**src/rtl/register_file_mp_pkg.sv**
```systemverilog
// Shared defaults for the GPR store: geometry and the hard-wired zero register.
// Decode and the hazard unit import the same values so that address widths agree.
package register_file_mp_pkg;

  localparam int RF_W         = 32;
  localparam int RF_DEPTH     = 32;
  localparam int RF_AW        = $clog2(RF_DEPTH);
  localparam int RF_ZERO_ADDR = 0;

endpackage

```
**src/rtl/register_file_mp_scoreboard.sv**
```systemverilog
// Per-register busy scoreboard: an issue marks the destination busy, a writeback clears it,
// and an issue wins over a writeback when both hit the same register in one cycle.
module register_file_mp_scoreboard
  import register_file_mp_pkg::*;
#(
  parameter  int DEPTH    = RF_DEPTH,
  parameter  int NW       = 1,
  parameter  int ZERO_REG = 1,
  localparam int AW       = $clog2(DEPTH)
) (
  input  logic               clk,
  input  logic               reset,
  input  logic [NW-1:0]      wr_en,
  input  logic [NW*AW-1:0]   wr_addr,
  input  logic               issue_en,
  input  logic [AW-1:0]      issue_addr,
  output logic [DEPTH-1:0]   busy,
  output logic               busy_any
);

  logic [DEPTH-1:0] set_vec;
  logic [DEPTH-1:0] clr_vec;
  logic             issue_ok;

  function automatic logic [DEPTH-1:0] onehot(input logic [AW-1:0] a);
    onehot = {{(DEPTH-1){1'b0}}, 1'b1} << a;
  endfunction

  // Issues to the hard-wired zero register never create a producer.
  assign issue_ok = issue_en &&
                    !((ZERO_REG != 0) && (issue_addr == AW'(RF_ZERO_ADDR)));

  // Build the set and clear masks for this cycle.
  always_comb begin
    set_vec = issue_ok ? onehot(issue_addr) : {DEPTH{1'b0}};
    clr_vec = {DEPTH{1'b0}};
    for (int p = 0; p < NW; p++) begin
      clr_vec = clr_vec | (wr_en[p] ? onehot(wr_addr[p*AW +: AW]) : {DEPTH{1'b0}});
    end
  end

  // Busy vector: set has priority over clear.
  always_ff @(posedge clk) begin
    if (reset) begin
      busy <= {DEPTH{1'b0}};
    end else begin
      busy <= set_vec | (busy & ~clr_vec);
    end
  end

  assign busy_any = |busy;

endmodule

```
**src/rtl/register_file_mp.sv**
```systemverilog
// Multi-ported GPR store with same-cycle write-to-read forwarding and a busy scoreboard.
// Reads are combinational; writes commit on the rising edge, highest port index winning.
module register_file_mp
  import register_file_mp_pkg::*;
#(
  parameter  int W        = RF_W,
  parameter  int DEPTH    = RF_DEPTH,
  parameter  int NR       = 2,
  parameter  int NW       = 1,
  parameter  int ZERO_REG = 1,
  parameter  int BYPASS   = 1,
  localparam int AW       = $clog2(DEPTH)
) (
  input  logic               clk,
  input  logic               reset,
  input  logic [NW-1:0]      wr_en,
  input  logic [NW*AW-1:0]   wr_addr,
  input  logic [NW*W-1:0]    wr_data,
  input  logic [NR*AW-1:0]   rd_addr,
  output logic [NR*W-1:0]    rd_data,
  output logic [NR-1:0]      rd_busy,
  input  logic               issue_en,
  input  logic [AW-1:0]      issue_addr,
  output logic               busy_any
);

  logic [W-1:0]     mem [DEPTH];
  logic [NW-1:0]    wr_ok;
  logic [DEPTH-1:0] busy;

  for (genvar p = 0; p < NW; p++) begin : g_wr
    assign wr_ok[p] = wr_en[p] &&
                      !((ZERO_REG != 0) && (wr_addr[p*AW +: AW] == AW'(RF_ZERO_ADDR)));
  end

  // Storage: ports are visited in ascending order so the highest index lands last.
  always_ff @(posedge clk) begin
    if (reset) begin
      for (int i = 0; i < DEPTH; i++) begin
        mem[i] <= {W{1'b0}};
      end
    end else begin
      for (int p = 0; p < NW; p++) begin
        if (wr_ok[p]) begin
          mem[wr_addr[p*AW +: AW]] <= wr_data[p*W +: W];
        end
      end
    end
  end

  for (genvar r = 0; r < NR; r++) begin : g_rd
    logic [AW-1:0] addr;
    logic          is_zero;
    logic          hit;
    logic [W-1:0]  fwd;

    assign addr    = rd_addr[r*AW +: AW];
    assign is_zero = (ZERO_REG != 0) && (addr == AW'(RF_ZERO_ADDR));

    // Forwarding select: the highest-index matching writer overrides lower ones.
    always_comb begin
      hit = 1'b0;
      fwd = {W{1'b0}};
      for (int p = 0; p < NW; p++) begin
        hit = hit | (wr_en[p] && (wr_addr[p*AW +: AW] == addr));
        fwd = (wr_en[p] && (wr_addr[p*AW +: AW] == addr)) ? wr_data[p*W +: W] : fwd;
      end
    end

    assign rd_data[r*W +: W] = is_zero                     ? {W{1'b0}} :
                               ((BYPASS != 0) && hit)      ? fwd       :
                                                             mem[addr];
    assign rd_busy[r]        = busy[addr] & ~((BYPASS != 0) && hit);
  end

  register_file_mp_scoreboard #(
    .DEPTH    (DEPTH),
    .NW       (NW),
    .ZERO_REG (ZERO_REG)
  ) u_scoreboard (
    .clk        (clk),
    .reset      (reset),
    .wr_en      (wr_en),
    .wr_addr    (wr_addr),
    .issue_en   (issue_en),
    .issue_addr (issue_addr),
    .busy       (busy),
    .busy_any   (busy_any)
  );

endmodule

```
**config.mk**
```make
export PLATFORM = sky130hd
export DESIGN_NAME = register_file_mp
export DESIGN_NICKNAME = d
export VERILOG_FILES = /design/src/rtl/register_file_mp_pkg.sv /design/src/rtl/register_file_mp_scoreboard.sv /design/src/rtl/register_file_mp.sv
export SDC_FILE = /design/constraint.sdc
export NUM_CORES = 2
export LEC_CHECK = 0
export CAP_MARGIN = 10
export CORE_MARGIN = 3
export CORE_UTILIZATION = 40
export CTS_CLUSTER_SIZE = 24
export DETAILED_ROUTE_END_ITERATION = 8
export GPL_TIMING_DRIVEN = 1
export PLACE_DENSITY = 0.53
export SYNTH_ARGS = -nofsm -noshare
export SYNTH_HDL_FRONTEND = slang
export SYNTH_SLANG_ARGS = --single-unit
```
**constraint.sdc**
```tcl
create_clock -name clk -period 6.7 [get_ports clk]
set_input_delay 1.005 -clock clk [delete_from_list [all_inputs] [get_ports clk]]
set_output_delay 1.005 -clock clk [all_outputs]
set_load 0.1 [all_outputs]
```
==> results.py <==
metrics = {
    "synth": {
        "synth_edf_count": 1024,
        "post_synthesis_sequential_element_count": 1056,
        "post_synth_num_cell_types": 65,
        "post_synth_inst_count": 3954,
        "synth_top_cell_by_area": "sky130_fd_sc_hd__edfxtp_1",
        "synth_top_area_share_pct": 53.8,
        "synth_area_leaders": "sky130_fd_sc_hd__edfxtp_1, sky130_fd_sc_hd__mux4_2, sky130_fd_sc_hd__and2_1, sky130_fd_sc_hd__mux2i_1, sky130_fd_sc_hd__clkbuf_1",
        "seq_area_frac_synth_pct": 54.9,
        "ys.flop_type": "sky130_fd_sc_hd__edfxtp_1",
        "post_synth_instance_area_mm2": 0.0571,
        "ys_async_sr_fraction_pct": 0,
        "syn_avg_cell_area_um2": 14.5,
        "synth-warning-count": 0,
    },
    "worst_setup_path": {
        "critical_path_peak_fanout": 38,
        "critical_path_depth": 8,
        "crit_required_ns": 5.69,
        "cp_slowest_stage_delay_ns": 0.67,
        "critical_path.startpoint_type": "input port",
        "critical_path.cell_chain": "buf_4 > nand2b_1 > buf_4 > o22ai_1 > nor3_1 > a31oi_1 > a21oi_1 > buf_4",
        "critical_path_arrival_ns": 4.20,
        "worst-setup-path-type": "input port to output pin",
        "critPathSlowestCell": "sky130_fd_sc_hd__nand2b_1",
        "cp_common_cell": "sky130_fd_sc_hd__buf_4",
        "cp.buffers_inverters": 3,
        "worst_setup_path_end_kind": "output pin",
        "cp_top_family": "buffers and inverters",
        "ff2ff_path_depth": 2,
    },
    "job": {
        "maximum_capacitance_violations": 0,
    },
    "hold_path": {
        "hold-path-cell-count": 2,
        "holdCritPathClass": "flip-flop to flip-flop",
    },
    "power_and_ir_drop": {
        "ir_drop_mv": 0.237,
        "power-per-cell-area_mw_per_mm2": 260,
        "total_power_draw_mw": 16.8,
        "leakagePower_nw": 22.1,
    },
    "place": {
        "post-dp-hpwl_um": 138000,
        "numPlacedInstances": 5758,
        "gp_congestion": 0.867,
        "port_buffers": 122,
    },
    "global_routing": {
        "grt_max_degree": 79,
        "grt_antenna_before_repair": 9,
        "total_global_routing_track_utilization_pct": 30.6,
        "overflow": 0,
        "first_pass_grt_wire_length_um": 313000,
        "grt_pass1_vias": 38100,
    },
    "finish": {
        "layout.nets": 4048,
        "syn2layout_area_growth_pct": 13.1,
        "most-common-layout-cells": "sky130_fd_sc_hd__edfxtp_1, sky130_fd_sc_hd__and2_1, sky130_fd_sc_hd__mux4_2",
        "leading_cell_type_in_the_layout_fill_and_taps_excluded": "sky130_fd_sc_hd__edfxtp_1",
        "final_cells": 5988,
        "share_of_post_route_cells_with_drive_strength_above_1_pct": 23.6,
    },
    "timing": {
        "fin_tns_setup_ns": 0,
        "rsz0062_at_grt": "no",
        "timing.max_slew.rel_slack_pct": 15.3,
        "fmaxAchievable_mhz": 192,
        "timing.final.setup_violations": 0,
        "slew_at_the_pin_closest_to_its_max_slew_limit_ns": 1.27,
        "final-hold-violation-count": 0,
        "period_minus_ws_final_ns": 5.21,
        "final_skew_ns": 0,
        "hold_ws_ns": 0.497,
        "crit_share_post_route_pct": 77.7,
        "slew_violations": 0,
    },
    "clocking": {
        "clockBufferDepth": 3,
        "htree_num_levels": 3,
        "clock_tree_from_tritoncts": "done",
        "clk_latency_ns": 0.76,
        "cts_hold_buf": 0,
        "post-cts-setup-buffer-count": 0,
        "cts_repair_resize_count": 0,
        "cts_made_buffers": 121,
        "cts_root_buffer": "sky130_fd_sc_hd__clkbuf_16",
        "cts_sinks": 1056,
        "worst_setup_hold_path_clk_slew_ns": 0.06,
    },
    "die": {
        "pin_count": 123,
        "fp.dieArea_mm2": 0.147,
        "num_rows": 138,
        "floorplan.core_area_mm2": 0.142,
        "floorplan.initialDensity_pct": 40.3,
        "overall_die_width_um": 384,
        "floorplan.die.height_um": 384,
    },
    "route": {
        "drc": 0,
        "totalWireLength_um": 227000,
        "routed-via-count": 38200,
        "antenna_violating_nets_post_route": 0,
        "route.detailed.vias_per_inst": 6.38,
        "initial_drt_markers": 4810,
        "firstDrtPassIters": 6,
        "routed_wirelength_normalized_by_instance_count_um": 37.9,
    },
    "outcome": {
        "run_status": "finished, final reports clean",
    },
}
report_power, final:
group          leakage, nW  switching, mW  internal [mW]
sequential            10.0          0.176           7.60
combinational         10.3           1.77          0.902
clock                 1.80           2.82           3.55
total                 22.1           4.76           12.1
registers in the layout (all words and copies together), names as in the netlist:
name / flops
u_scoreboard.busy: 32
mem: 1024
metrics by stage:
step           util (%)  setup WS (ns)  cell area, µm²
2_1_floorplan         -           1.49           57300
3_3_place_gp       43.0           1.58           60900
3_5_place_dp       43.0           1.56           60900
4_1_cts            45.6           1.55           64600
5_1_grt            45.6           1.49           64600
6_report           45.6           1.49           64600
layer usage:
| metal | vias to the layer above | GRT usage (%) | part of all wire, % |
|---|---|---|---|
| met5 | - | 0 | 0.0057 |
| met2 | 2215 | 49.0 | 47 |
| met1 | 20100 | 41.0 | 39 |
| li1 | 15400 | - | - |
| met3 | 493 | 5.70 | 8.9 |
| met4 | 2 | 13.2 | 5.0 |
tightest hold or removal path: stages (launching register included):
cell and delay (ns):
sky130_fd_sc_hd__dfxtp_1 0.33, sky130_fd_sc_hd__nand2_1 0.07, sky130_fd_sc_hd__a21oi_1 0.05
worst paths after layout:
path,startpoint,endpoint,slack (ns)
worst max-delay path,rd_addr[9],rd_data[56],1.49
worst min-delay path,u_scoreboard.busy[24],u_scoreboard.busy[24],0.50
worst max register to register,u_scoreboard.busy[14],u_scoreboard.busy[14],5.94
worst min register to register,u_scoreboard.busy[24],u_scoreboard.busy[24],0.50
final cells by class:
class                   instances  area (µm²)
clock inverters                68         507
fillers                     12400       77100
flip-flops and latches       1056       31400
clock buffers                 156        3180
well taps                    1890        2360
repair buffers                301        2900
inverters                      21        78.8
diodes                          5        12.5
multi-input cells            2491       24200
synthesized netlist by cell type (11+ instances only):
master / count
sky130_fd_sc_hd__edfxtp_1: 1024
sky130_fd_sc_hd__and2_1: 999
sky130_fd_sc_hd__mux4_2: 447
sky130_fd_sc_hd__clkbuf_1: 270
sky130_fd_sc_hd__mux2i_1: 181
sky130_fd_sc_hd__o21ai_0: 97
sky130_fd_sc_hd__a21oi_1: 86
sky130_fd_sc_hd__nand2_1: 80
sky130_fd_sc_hd__a22oi_1: 76
sky130_fd_sc_hd__buf_2: 64
sky130_fd_sc_hd__nor2_1: 61
sky130_fd_sc_hd__o22ai_1: 59
sky130_fd_sc_hd__a221oi_1: 46
sky130_fd_sc_hd__a221o_1: 40
sky130_fd_sc_hd__buf_6: 33
sky130_fd_sc_hd__dfxtp_1: 32
sky130_fd_sc_hd__nor2b_1: 27
sky130_fd_sc_hd__nand3_1: 24
sky130_fd_sc_hd__buf_4: 22
sky130_fd_sc_hd__nor3_1: 22
sky130_fd_sc_hd__inv_1: 18
sky130_fd_sc_hd__a211oi_1: 17
sky130_fd_sc_hd__o22a_1: 16
sky130_fd_sc_hd__o211a_1: 15
sky130_fd_sc_hd__nand2b_1: 14
sky130_fd_sc_hd__o211ai_1: 14
sky130_fd_sc_hd__a31oi_1: 13
sky130_fd_sc_hd__nand4_1: 13
sky130_fd_sc_hd__buf_8: 12
sky130_fd_sc_hd__mux2_2: 11
kinds of logic (layout without fill, tap and decap cells):
group                     after synthesis  after routing  share of synthesized area (%)
AOI/OAI and AO/OA                     527            527                           6.43
xor gates and xnor gates               10             10                          0.153
buffers and inverters                 438            546                           4.03
DFF                                  1056           1056                           54.9
other                                   1             37                        0.00656
muxes                                 640            640                           21.0
and+or+nand+nor                      1282           1282                           13.4
Power figures use the tool's default switching activity.
